==> src/rtl/max7219_serial_driver.sv <==
// Serialising driver for a chain of cascaded MAX7219 devices: shifts one
// 16-bit word per device out MSB first on clk/din, then strobes load.
module max7219_serial_driver #(
  parameter int G_NB_MATRIX   = 4,
  parameter int G_HALF_PERIOD = 2
) (
  input  logic                      clk,
  input  logic                      rst_n,
  input  logic                      i_start,
  input  logic [16*G_NB_MATRIX-1:0] i_data,
  output logic                      o_max7219_clk,
  output logic                      o_max7219_din,
  output logic                      o_max7219_load,
  output logic                      o_busy,
  output logic                      o_done
);

  localparam int FW = 16 * G_NB_MATRIX;
  localparam int HW = $clog2(G_HALF_PERIOD + 1);
  localparam int BW = $clog2(FW);
  localparam logic [HW-1:0] HLAST = HW'(G_HALF_PERIOD - 1);
  localparam logic [BW-1:0] BLAST = BW'(FW - 1);

  typedef enum logic [2:0] {
    IDLE     = 3'd0,
    BIT_LOW  = 3'd1,
    BIT_HIGH = 3'd2,
    LOAD     = 3'd3,
    DONE     = 3'd4
  } state_t;

  state_t        state_r, state_next_s;
  logic [FW-1:0] shift_r, shift_next_s;
  logic [BW-1:0] bcnt_r, bcnt_next_s;
  logic [HW-1:0] hcnt_r, hcnt_next_s;
  logic          din_next_s;
  logic          hlast_s;

  // State, datapath and output registers; outputs are decoded from the next state
  always_ff @(posedge clk or negedge rst_n) begin
    if (!rst_n) begin
      state_r        <= IDLE;
      shift_r        <= '0;
      bcnt_r         <= '0;
      hcnt_r         <= '0;
      o_max7219_clk  <= 1'b0;
      o_max7219_din  <= 1'b0;
      o_max7219_load <= 1'b0;
      o_busy         <= 1'b0;
      o_done         <= 1'b0;
    end else begin
      state_r        <= state_next_s;
      shift_r        <= shift_next_s;
      bcnt_r         <= bcnt_next_s;
      hcnt_r         <= hcnt_next_s;
      o_max7219_clk  <= (state_next_s == BIT_HIGH);
      o_max7219_din  <= din_next_s;
      o_max7219_load <= (state_next_s == LOAD);
      o_busy         <= (state_next_s == BIT_LOW) || (state_next_s == BIT_HIGH) ||
                        (state_next_s == LOAD);
      o_done         <= (state_next_s == DONE);
    end
  end

  assign hlast_s = (hcnt_r == HLAST);

  // Next-state and datapath logic
  always_comb begin
    state_next_s = state_r;
    shift_next_s = shift_r;
    bcnt_next_s  = bcnt_r;
    hcnt_next_s  = hcnt_r;
    din_next_s   = o_max7219_din;
    case (state_r)
      IDLE: begin
        hcnt_next_s = '0;
        if (i_start) begin
          shift_next_s = i_data;
          bcnt_next_s  = BLAST;
          din_next_s   = i_data[FW-1];
          state_next_s = BIT_LOW;
        end else begin
          din_next_s   = 1'b0;
          state_next_s = IDLE;
        end
      end
      BIT_LOW: begin
        if (hlast_s) begin
          hcnt_next_s  = '0;
          state_next_s = BIT_HIGH;
        end else begin
          hcnt_next_s  = hcnt_r + HW'(1);
        end
      end
      BIT_HIGH: begin
        if (hlast_s) begin
          hcnt_next_s = '0;
          // din only moves together with the falling clock edge
          if (bcnt_r == '0) begin
            state_next_s = LOAD;
          end else begin
            shift_next_s = shift_r << 1;
            din_next_s   = shift_r[FW-2];
            bcnt_next_s  = bcnt_r - BW'(1);
            state_next_s = BIT_LOW;
          end
        end else begin
          hcnt_next_s = hcnt_r + HW'(1);
        end
      end
      LOAD: begin
        if (hlast_s) begin
          hcnt_next_s  = '0;
          state_next_s = DONE;
        end else begin
          hcnt_next_s  = hcnt_r + HW'(1);
        end
      end
      DONE: begin
        shift_next_s = '0;
        bcnt_next_s  = '0;
        hcnt_next_s  = '0;
        din_next_s   = 1'b0;
        state_next_s = IDLE;
      end
      default: begin
        shift_next_s = '0;
        bcnt_next_s  = '0;
        hcnt_next_s  = '0;
        din_next_s   = 1'b0;
        state_next_s = IDLE;
      end
    endcase
  end

endmodule

==> config.mk <==
export PLATFORM = sky130hd
export DESIGN_NAME = max7219_serial_driver
export DESIGN_NICKNAME = d
export VERILOG_FILES = /design/src/rtl/max7219_serial_driver.sv
export SDC_FILE = /design/constraint.sdc
export NUM_CORES = 1
export LEC_CHECK = 0
export CORE_MARGIN = 2
export CORE_UTILIZATION = 47
export CTS_CLUSTER_DIAMETER = 40
export DETAILED_ROUTE_END_ITERATION = 6
export PLACE_DENSITY = 0.76
export SETUP_SLACK_MARGIN = 0.4
export SYNTH_ARGS = -nofsm -noshare
export SYNTH_HDL_FRONTEND = slang
export SYNTH_SLANG_ARGS = --single-unit
==> constraint.sdc <==
create_clock -name clk -period 1.7 [get_ports clk]
set_input_delay 0.34 -clock clk [delete_from_list [all_inputs] [get_ports clk]]
set_output_delay 0.34 -clock clk [all_outputs]
set_load 0.01 [all_outputs]
Word-level counts from Yosys, hierarchy flattened
Cells that the tools add are included.
Cells by class
  $add $sub $neg: 2
  equality and inequality tests: 11
  muxes and demuxes: 20
  bitwise logic cells: 1
  reduce and logical (&&, ||, !) cells: 8
Operator list (number)
  $mux 63: 3
  $pmux 63 s3: 1
  $mux 6: 3
  $pmux 6 s3: 1
  $eq 3x2->1 const B: 4
  $pmux 3 s4: 1
  $mux 3: 3
  $eq 3x1->1 const B: 2
  $logic_not 6->1: 1
  $mux 2: 3
  $ne 2x2->1 const B: 3
  $sub 6x1->6 const B: 1
  $mux 1: 4
  $reduce_and 4->1: 1
  $eq 3x3->1 const B: 1
  $logic_not 3->1: 1
  $pmux 1 s3: 1
  $reduce_and 3->1: 1
  $reduce_or 3->1: 1
  $add 2x1->2 const B: 1
  $eq 2x1->1 const B: 1
  $logic_or 1x1->1: 2
  $reduce_or 2->1: 1
  $not 1->1: 1
Storage, ports and cells
  bits in registers: 79
  input port bits: 67
  output and inout bits: 5
  logic and storage cells: 51

Depth between registers and ports, before layout
Gate-level depths: netlist of run 1.
  word-level depth: 7
  gate-level depth with buffers: 7
  depth with buffers taken out: 6

Worst setup path after synthesis of run 1
Ideal clock, no wire load.
  path type: reg-to-reg
  start: register bcnt_r[0]
  end: register shift_r[17]
  setup time: 0.078 ns
  arrival: 1.686 ns
  required time: 1.622 ns
  path slack: -0.063 ns
  cell stages (with the launch flop): 8
  buffers on the path: 1
  period minus slack after synthesis: 1.763 ns
  cells stage by stage: dfrtp_1 inv_1 ha_1 nor2b_1 a21oi_2 o31ai_4 buf_6 o2bb2ai_1
Between the ends
  cells in the longest elaborated chain, start to end: 3
RTL lines
  start: declaration: RTL line 34  | logic [BW-1:0] bcnt_r, bcnt_next_s;
  start signal: assignment: RTL line 54  | bcnt_r <= bcnt_next_s;
  $logic_not 6->1: RTL line 99  | if (bcnt_r == '0) begin
  $ne 2x2->1 (no line)
  $reduce_and 4->1 (no line)
  end signal: assignment: RTL line 53  | shift_r <= shift_next_s;
  end: declaration: RTL line 33  | logic [FW-1:0] shift_r, shift_next_s;
Every way passes these cells.
A chain may end at the register's enable or synchronous reset.

Worst setup path after layout of run 1
  start: register bcnt_r[0]
  end: register shift_r[40]
Same word-level chain as after synthesis.

==> metrics.txt, run 1 <==
result of the run=complete, but fails checks; violated checks=setup timing; area grow syn2layout=54.3%; count of port buffers added during placement=71; Primary FF master, synth=sky130_fd_sc_hd__dfrtp_1; effective utilization at floorplan=48.6%; Max-Cap Viols=0; total wirelength of the detailed-routed design=10600 um; overall die height=93.4 um; layout cells sized above 1=31.4%; count of unique library cells instantiated by Yosys=33; total number of clock tree sinks=79; most common library cell in the layout ignoring fill and taps=sky130_fd_sc_hd__dfrtp_1; post-route core utilization=75.0%; Routed Antenna Nets=0; post-route setup TNS=-4.22 ns; number of synthesized flops with an enable pin=0; sequential share of the synthesized area=52.7%; post-detailed-placement half-perimeter wirelength=5710 um; Arrival @ worst endpoint=2.06 ns; post-route minimum period=1.80 ns; CTS HTree Levels=3; Finished Layout Cells=526; DRC violation total after the first TritonRoute iteration=144; Power Density=1750 nW/um2; syn avg cell area=12.7 um2; I/O pin cnt=72; floorplan row count=32; last weighted congestion value of the routability-driven placer=0.793; maximum fanout along the worst path=7; Reg clk slew, reported paths=0.09 ns; FF-to-FF Start=bcnt_r[0]; Critical Setup Path Class=flip-flop to flip-flop; Reg2Reg Depth=9; Root Buffer Master=sky130_fd_sc_hd__clkbuf_8; Core Region=7730 um2; area of all placed cells without fillers=5790 um2; Peak supply drop=0.848 mV; worst slew slack as a fraction of its limit=76.0%; number of diodes added for antenna fixing=0; Req. time, crit path=1.95 ns; initial antenna violation count=0; First-pass DRT Iterations=5; Die X=93.4 um; final slew viol count=0; net count after synthesis=365; register-to-register setup slack=-0.10 ns; crit path launch type=flip-flop; setup clock skew after layout=0.0120 ns; synthesis warning total=0; total global routing track utilization=23.1%; TritonCTS clock tree=built; highest clock rate=554 MHz; top-area cell type share of the netlist area=52.7%; pin count of the biggest net entering global routing=44; overall via count from detail_route=3022; commonest non-fill, non-tap cells in the layout=sky130_fd_sc_hd__dfrtp_1 (77), sky130_fd_sc_hd__clkdlybuf4s50_1 (65), sky130_fd_sc_hd__mux2i_1 (62); overflow left after global routing=0; path type of the worst min-delay path=input pin to asynchronous set/reset pin; Crit Reg-Reg Endpoint=shift_r[40]; portion of the clock cycle consumed by the worst path in the final layout=106%; number of buffers inserted during clock tree synthesis=9; residual DRC count=0; Synth Instances=296; final-stage net count=488; clock latency on the worst-skew pair=0.36 ns; unrepaired setup endpoints after global routing=true; number of global-route vias before repair=3121; average detailed-routed wire length per instance=20.1 um; dpl ws=-0.109 ns; number of placed cells counting well taps=475; Seq cells post-synth=79; biggest area contributors in the synthesized netlist=sky130_fd_sc_hd__dfrtp_1 (53%), sky130_fd_sc_hd__mux2i_1 (17%), sky130_fd_sc_hd__o2bb2ai_1 (15%); critical path endpoint category=flip-flop; post-synthesis async set-or-reset flop share=100%; Leakage=2.42 nW; fin worst setup slack=-0.104 ns; placed standard-cell area=4800 um2; area of the mapped netlist=3750 um2; Die Area=8720 um2; total setup violations reported at the end of the flow=60; Worst-Margin Slew=0.357 ns; routed via count divided by cell count=5.75; global-route wire length before repair=15500 um; post-synth top area cell=sky130_fd_sc_hd__dfrtp_1; buffers from clock root to sink, at most=2; final number of hold-violating endpoints=0
## cell type report
class                      count  area (um2)
sequential                    79        1980
fill                         450        1930
multi-input combinational    191        1910
timing repair buffer         136        1570
tap                          102         128
clock buffer                   9         124
clock inverter                 7        80.1
inverter                       2        7.51
## through the flow
stage | total power [mW] | hold WS (ns)
after floorplan | 5.52 | 0.0444
after global placement | 6.62 | 0.248
after detailed placement | 6.79 | 0.249
after CTS | 9.34 | 0.393
after global routing | 10.6 | 0.403
final | 10.1 | 0.402
## how the worst max path moves through the flow
stage	depth (start not counted)	slack, ns	to	start
floorplan	7	0.004	shift_r[17]	bcnt_r[0]
CTS	9	-0.05	shift_r[33]	bcnt_r[0]
finish	9	-0.10	shift_r[40]	bcnt_r[0]
detailed placement	6	-0.11	shift_r[5]	i_start
global placement	6	-0.07	shift_r[25]	i_start
global route	9	-0.20	shift_r[15]	bcnt_r[0]
## critical path, cell delays in order, from the launching register on
cell,delay (ns)
sky130_fd_sc_hd__dfrtp_1,0.40
sky130_fd_sc_hd__inv_2,0.10
sky130_fd_sc_hd__ha_4,0.14
sky130_fd_sc_hd__nor2b_4,0.16
sky130_fd_sc_hd__a21oi_4,0.08
sky130_fd_sc_hd__buf_4,0.16
sky130_fd_sc_hd__o21ai_4,0.23
sky130_fd_sc_hd__buf_6,0.19
sky130_fd_sc_hd__clkbuf_16,0.16
sky130_fd_sc_hd__o2bb2ai_1,0.07
## cell usage after synthesis (all sizes together), types with 2 or more instances
cell / n
a211oi: 4
a21oi: 7
a311oi: 3
and2: 2
buf: 15
clkbuf: 9
dfrtp: 79
ha: 2
inv: 2
mux2i: 62
nand2b: 4
nand3b: 6
nor2: 10
nor2b: 4
nor3: 8
o211ai: 2
o21ai: 3
o2bb2ai: 63
## timing repair
item                                   CTS  global route
setup buffers                           16             7
pin swaps                                4            10
setup endpoints to repair               78            75
endpoints found under the hold margin   20             0
resized for setup                       55            26
gates cloned                             5             6
hold buffers                             1             0
## kinds of logic (layout without fill, tap and decap cells)
kind of cell | count (synthesis) | count (layout) | share of synthesized area, %
compound gates | 87 | 87 | 19.6
simple gates | 40 | 40 | 6.43
flops | 79 | 79 | 52.7
mux | 62 | 62 | 16.5
fa+ha+maj | 2 | 2 | 0.667
buf+inv | 26 | 154 | 4.10
## report_power, final
part | internal [mW] | total, mW | switching (mW)
sequential | 2.70 | 3.31 | 0.609
clock | 0.696 | 1.47 | 0.772
combinational | 3.09 | 5.36 | 2.26
total | 6.49 | 10.1 | 3.65
## state kept, by name, indices dropped and copies added, names as in the netlist
name,flops
shift_r,63
o_max7219_load,1
o_done,1
o_max7219_clk,1
bcnt_r,6
hcnt_r,2
state_r,3
o_busy,1
o_max7219_din,1
## per-layer routing
metal / wire [um] / share of wire, % / up-vias / GRT usage, %
li1: - / - / 1387 / -
met1: 4550 / 43 / 1538 / 29.9
met2: 5440 / 51 / 84 / 39.2
met3: 428 / 4.0 / 13 / 4.03
met4: 152 / 1.4 / 0 / 7.97
met5: 0 / 0 / - / 0
No activity file was read; power rests on OpenSTA's default activity.
==> run 2: changes to the inputs <==
CORE_UTILIZATION = 52   (was 47)
PLACE_DENSITY = 0.8   (was 0.76)
clock period = 1.85 ns   (was 1.7 ns; I/O delays follow)
==> metrics.txt, run 2 (same netlist as run 1, synthesis figures left out) <==
Reg clk slew, reported paths=0.08 ns (about the same); residual DRC count=0 (unchanged); First-pass DRT Iterations=4 (-1); routed via count divided by cell count=6.18 (+7.6%); post-route minimum period=1.75 ns (-0.0500 ns); setup clock skew after layout=0.0135 ns (+0.00158 ns); worst-case hold slack=0.498 ns (+0.0962 ns); DRC violation total after the first TritonRoute iteration=233 (+62%); final number of hold-violating endpoints=0 (unchanged); Leakage=2.33 nW (-3.6%); pin count of the biggest net entering global routing=39 (-11%); Max-Cap Viols=0 (unchanged); post-route setup TNS=0 ns (+4.22 ns); layout cells sized above 1=32.8% (+1.4 points); buffers from clock root to sink, at most=2 (unchanged); number of buffers inserted during clock tree synthesis=9 (unchanged); met3 global-route usage=7.29% (+3.3 points); maximum fanout along the worst path=8 (+1); unrepaired setup endpoints after global routing=true; total number of clock tree sinks=79 (unchanged); crit path launch type=flip-flop; number of diodes added for antenna fixing=0 (unchanged); launch point of the critical path=bcnt_r[0]; total setup violations reported at the end of the flow=0 (-100%); number of placed cells counting well taps=460 (-3.2%); last weighted congestion value of the routability-driven placer=0.864 (+9.0%); Power Density=1600 nW/um2 (-8.3%); number of global-route vias before repair=3175 (+1.7%); total wirelength of the detailed-routed design=11300 um (+7.0%); global-route wire length before repair=16000 um (+3.3%); Die X=89.0 um (-4.7%); most common library cell in the layout ignoring fill and taps=sky130_fd_sc_hd__dfrtp_1; overall via count from detail_route=3141 (+3.9%); final slew viol count=0 (unchanged); FF-to-FF Start=bcnt_r[0]; result of the run=completed; largest registers=shift_r: 63 flops, bcnt_r: 6 flops, state_r: 3 flops; worst slew slack as a fraction of its limit=65.9% (-10 points); portion of the clock cycle consumed by the worst path in the final layout=94.8% (-11 points); fillers=360 (-20%); fin worst setup slack=0.0958 ns (+0.200 ns); overflow left after global routing=0 (unchanged); clock latency on the worst-skew pair=0.37 ns (about the same); post-detailed-placement half-perimeter wirelength=5550 um (-2.7%); endpoint of the most critical setup path=shift_r[35]; area of all placed cells without fillers=5750 um2 (-0.67%); Finished Layout Cells=508 (-3.4%); TritonCTS clock tree=built; part of the total power dissipated in combinational logic=52.9% (about the same); CTS HTree Levels=3 (unchanged); overall die height=89.0 um (-4.7%); average detailed-routed wire length per instance=22.3 um (+11%); Die Area=7910 um2 (-9.2%); floorplan row count=30 (-6.3%); Core Region=6910 um2 (-11%); dpl ws=-0.147 ns (-0.0379 ns); Routed Antenna Nets=0 (unchanged); total global routing track utilization=27.0% (+3.9 points); placed standard-cell area=4670 um2 (-2.7%); Switch Pwr=3.61 mW (-0.93%); critical path endpoint category=flip-flop; Req. time, crit path=2.10 ns (+0.15 ns); I/O pin cnt=72 (unchanged); Root Buffer Master=sky130_fd_sc_hd__clkbuf_8; Crit Reg-Reg Endpoint=shift_r[35]; effective utilization at floorplan=54.3% (+5.8 points); cell internal pwr=5.62 mW (-13%); register-to-register setup slack=0.1 ns (+0.20 ns); share of total power consumed by net switching=39.1% (+3.1 points); Flop pwr share=34.1% (+1.4 points); highest clock rate=570 MHz (+2.9%); M2 GR Usage=46.9% (+7.7 points); Arrival @ worst endpoint=2.00 ns (-0.06 ns); met1 capacity usage during global routing=33.1% (+3.2 points); post-route core utilization=83.3% (+8.3 points); path type of the worst min-delay path=flip-flop to flip-flop; Peak supply drop=0.982 mV (+16%); post-route total power=9.23 mW (-8.9%); flip-flop count of the largest register, all copies and words added=63 (unchanged); largest register by flop count=shift_r; Worst-Margin Slew=0.512 ns (+0.155 ns); initial antenna violation count=0 (unchanged); Clock Power Share=12.9% (-1.6 points); Critical Setup Path Class=flip-flop to flip-flop; Reg2Reg Depth=10 (+1); commonest non-fill, non-tap cells in the layout=sky130_fd_sc_hd__dfrtp_1 (76), sky130_fd_sc_hd__clkdlybuf4s50_1 (65), sky130_fd_sc_hd__mux2i_1 (62); layer with the highest usage after global routing=met2; final-stage net count=476 (-2.5%); area grow syn2layout=53.3%; count of port buffers added during placement=71 (unchanged)
==> run 2: cell count changes in the layout (fill, tap and decap cells not counted), moves of 2 or more <==
| cell | change |
|---|---|
| sky130_fd_sc_hd__clkinv_4 | +2 |
| sky130_fd_sc_hd__buf_4 | -6 |
| sky130_fd_sc_hd__clkbuf_16 | -4 |
| sky130_fd_sc_hd__bufbuf_16 | -3 |
| sky130_fd_sc_hd__buf_6 | +2 |
| sky130_fd_sc_hd__buf_2 | -5 |
| sky130_fd_sc_hd__dlygate4sd2_1 | +5 |
| sky130_fd_sc_hd__o2bb2ai_4 | +6 |
| sky130_fd_sc_hd__buf_16 | +3 |
| sky130_fd_sc_hd__o2bb2ai_1 | -20 |
| sky130_fd_sc_hd__buf_12 | -4 |
| sky130_fd_sc_hd__o2bb2ai_2 | +14 |
==> run 2: power groups by stage <==
stage / clock network, mW / logic [mW] / registers (mW)
global route: 1.28 / 5.16 / 3.20
CTS: 1.21 / 4.18 / 3.03
finish: 1.19 / 4.89 / 3.15
floorplan: 0 / 2.24 / 2.83
global placement: 0 / 2.91 / 2.94
detailed placement: 0 / 3.05 / 2.97
==> run 2: critical path, cell delays in order (launching register included) <==
cell and delay (ns):
sky130_fd_sc_hd__dfrtp_1 0.39, sky130_fd_sc_hd__inv_2 0.09, sky130_fd_sc_hd__ha_4 0.13, sky130_fd_sc_hd__nor2b_4 0.17, sky130_fd_sc_hd__a21oi_4 0.09, sky130_fd_sc_hd__buf_6 0.13
sky130_fd_sc_hd__o21ai_4 0.19, sky130_fd_sc_hd__buf_6 0.15, sky130_fd_sc_hd__buf_6 0.11, sky130_fd_sc_hd__buf_16 0.13, sky130_fd_sc_hd__o2bb2ai_2 0.05
==> run 2: layer usage <==
| layer | share of wire [%] | up-vias |
|---|---|---|
| met1 | 40 | 1618 |
| met2 | 52 | 124 |
| li1 | - | 1366 |
| met5 | 0 | - |
| met3 | 4.5 | 33 |
| met4 | 3.3 | 0 |
==> run 2: area by class of cell <==
| cell class | count | area [um2] | area share, % |
|---|---|---|---|
| repair buffers | 124 | 1370 | 23.8 |
| clock buffers | 9 | 124 | 2.15 |
| multi-input cells | 191 | 2090 | 36.4 |
| flip-flops and latches | 79 | 1980 | 34.5 |
| clock inverters | 7 | 58.8 | 1.02 |
| inverters | 2 | 7.51 | 0.130 |
| well taps | 96 | 120 | 2.09 |
==> run 2: worst min path at each step <==
stage                start  depth (start not counted)  slack (ns)           to
2_1_floorplan        rst_n                          0        0.07    bcnt_r[0]
5_1_grt        shift_r[41]                          1        0.52  shift_r[41]
6_report       shift_r[41]                          1        0.50  shift_r[41]
3_3_place_gp         rst_n                          1        0.37   state_r[0]
4_1_cts        shift_r[52]                          1        0.50  shift_r[52]
3_5_place_dp         rst_n                          1        0.37   state_r[0]
==> run 2: what timing repair did <==
| action | CTS | global route |
|---|---|---|
| setup buffers | 15 | 9 |
| gates cloned | 6 | 1 |
| pin swaps | 36 | 16 |
| setup endpoints to repair | 76 | 74 |
| hold buffers | 1 | 0 |
| resized for setup | 63 | 33 |
| endpoints found under the hold margin | 36 | 0 |
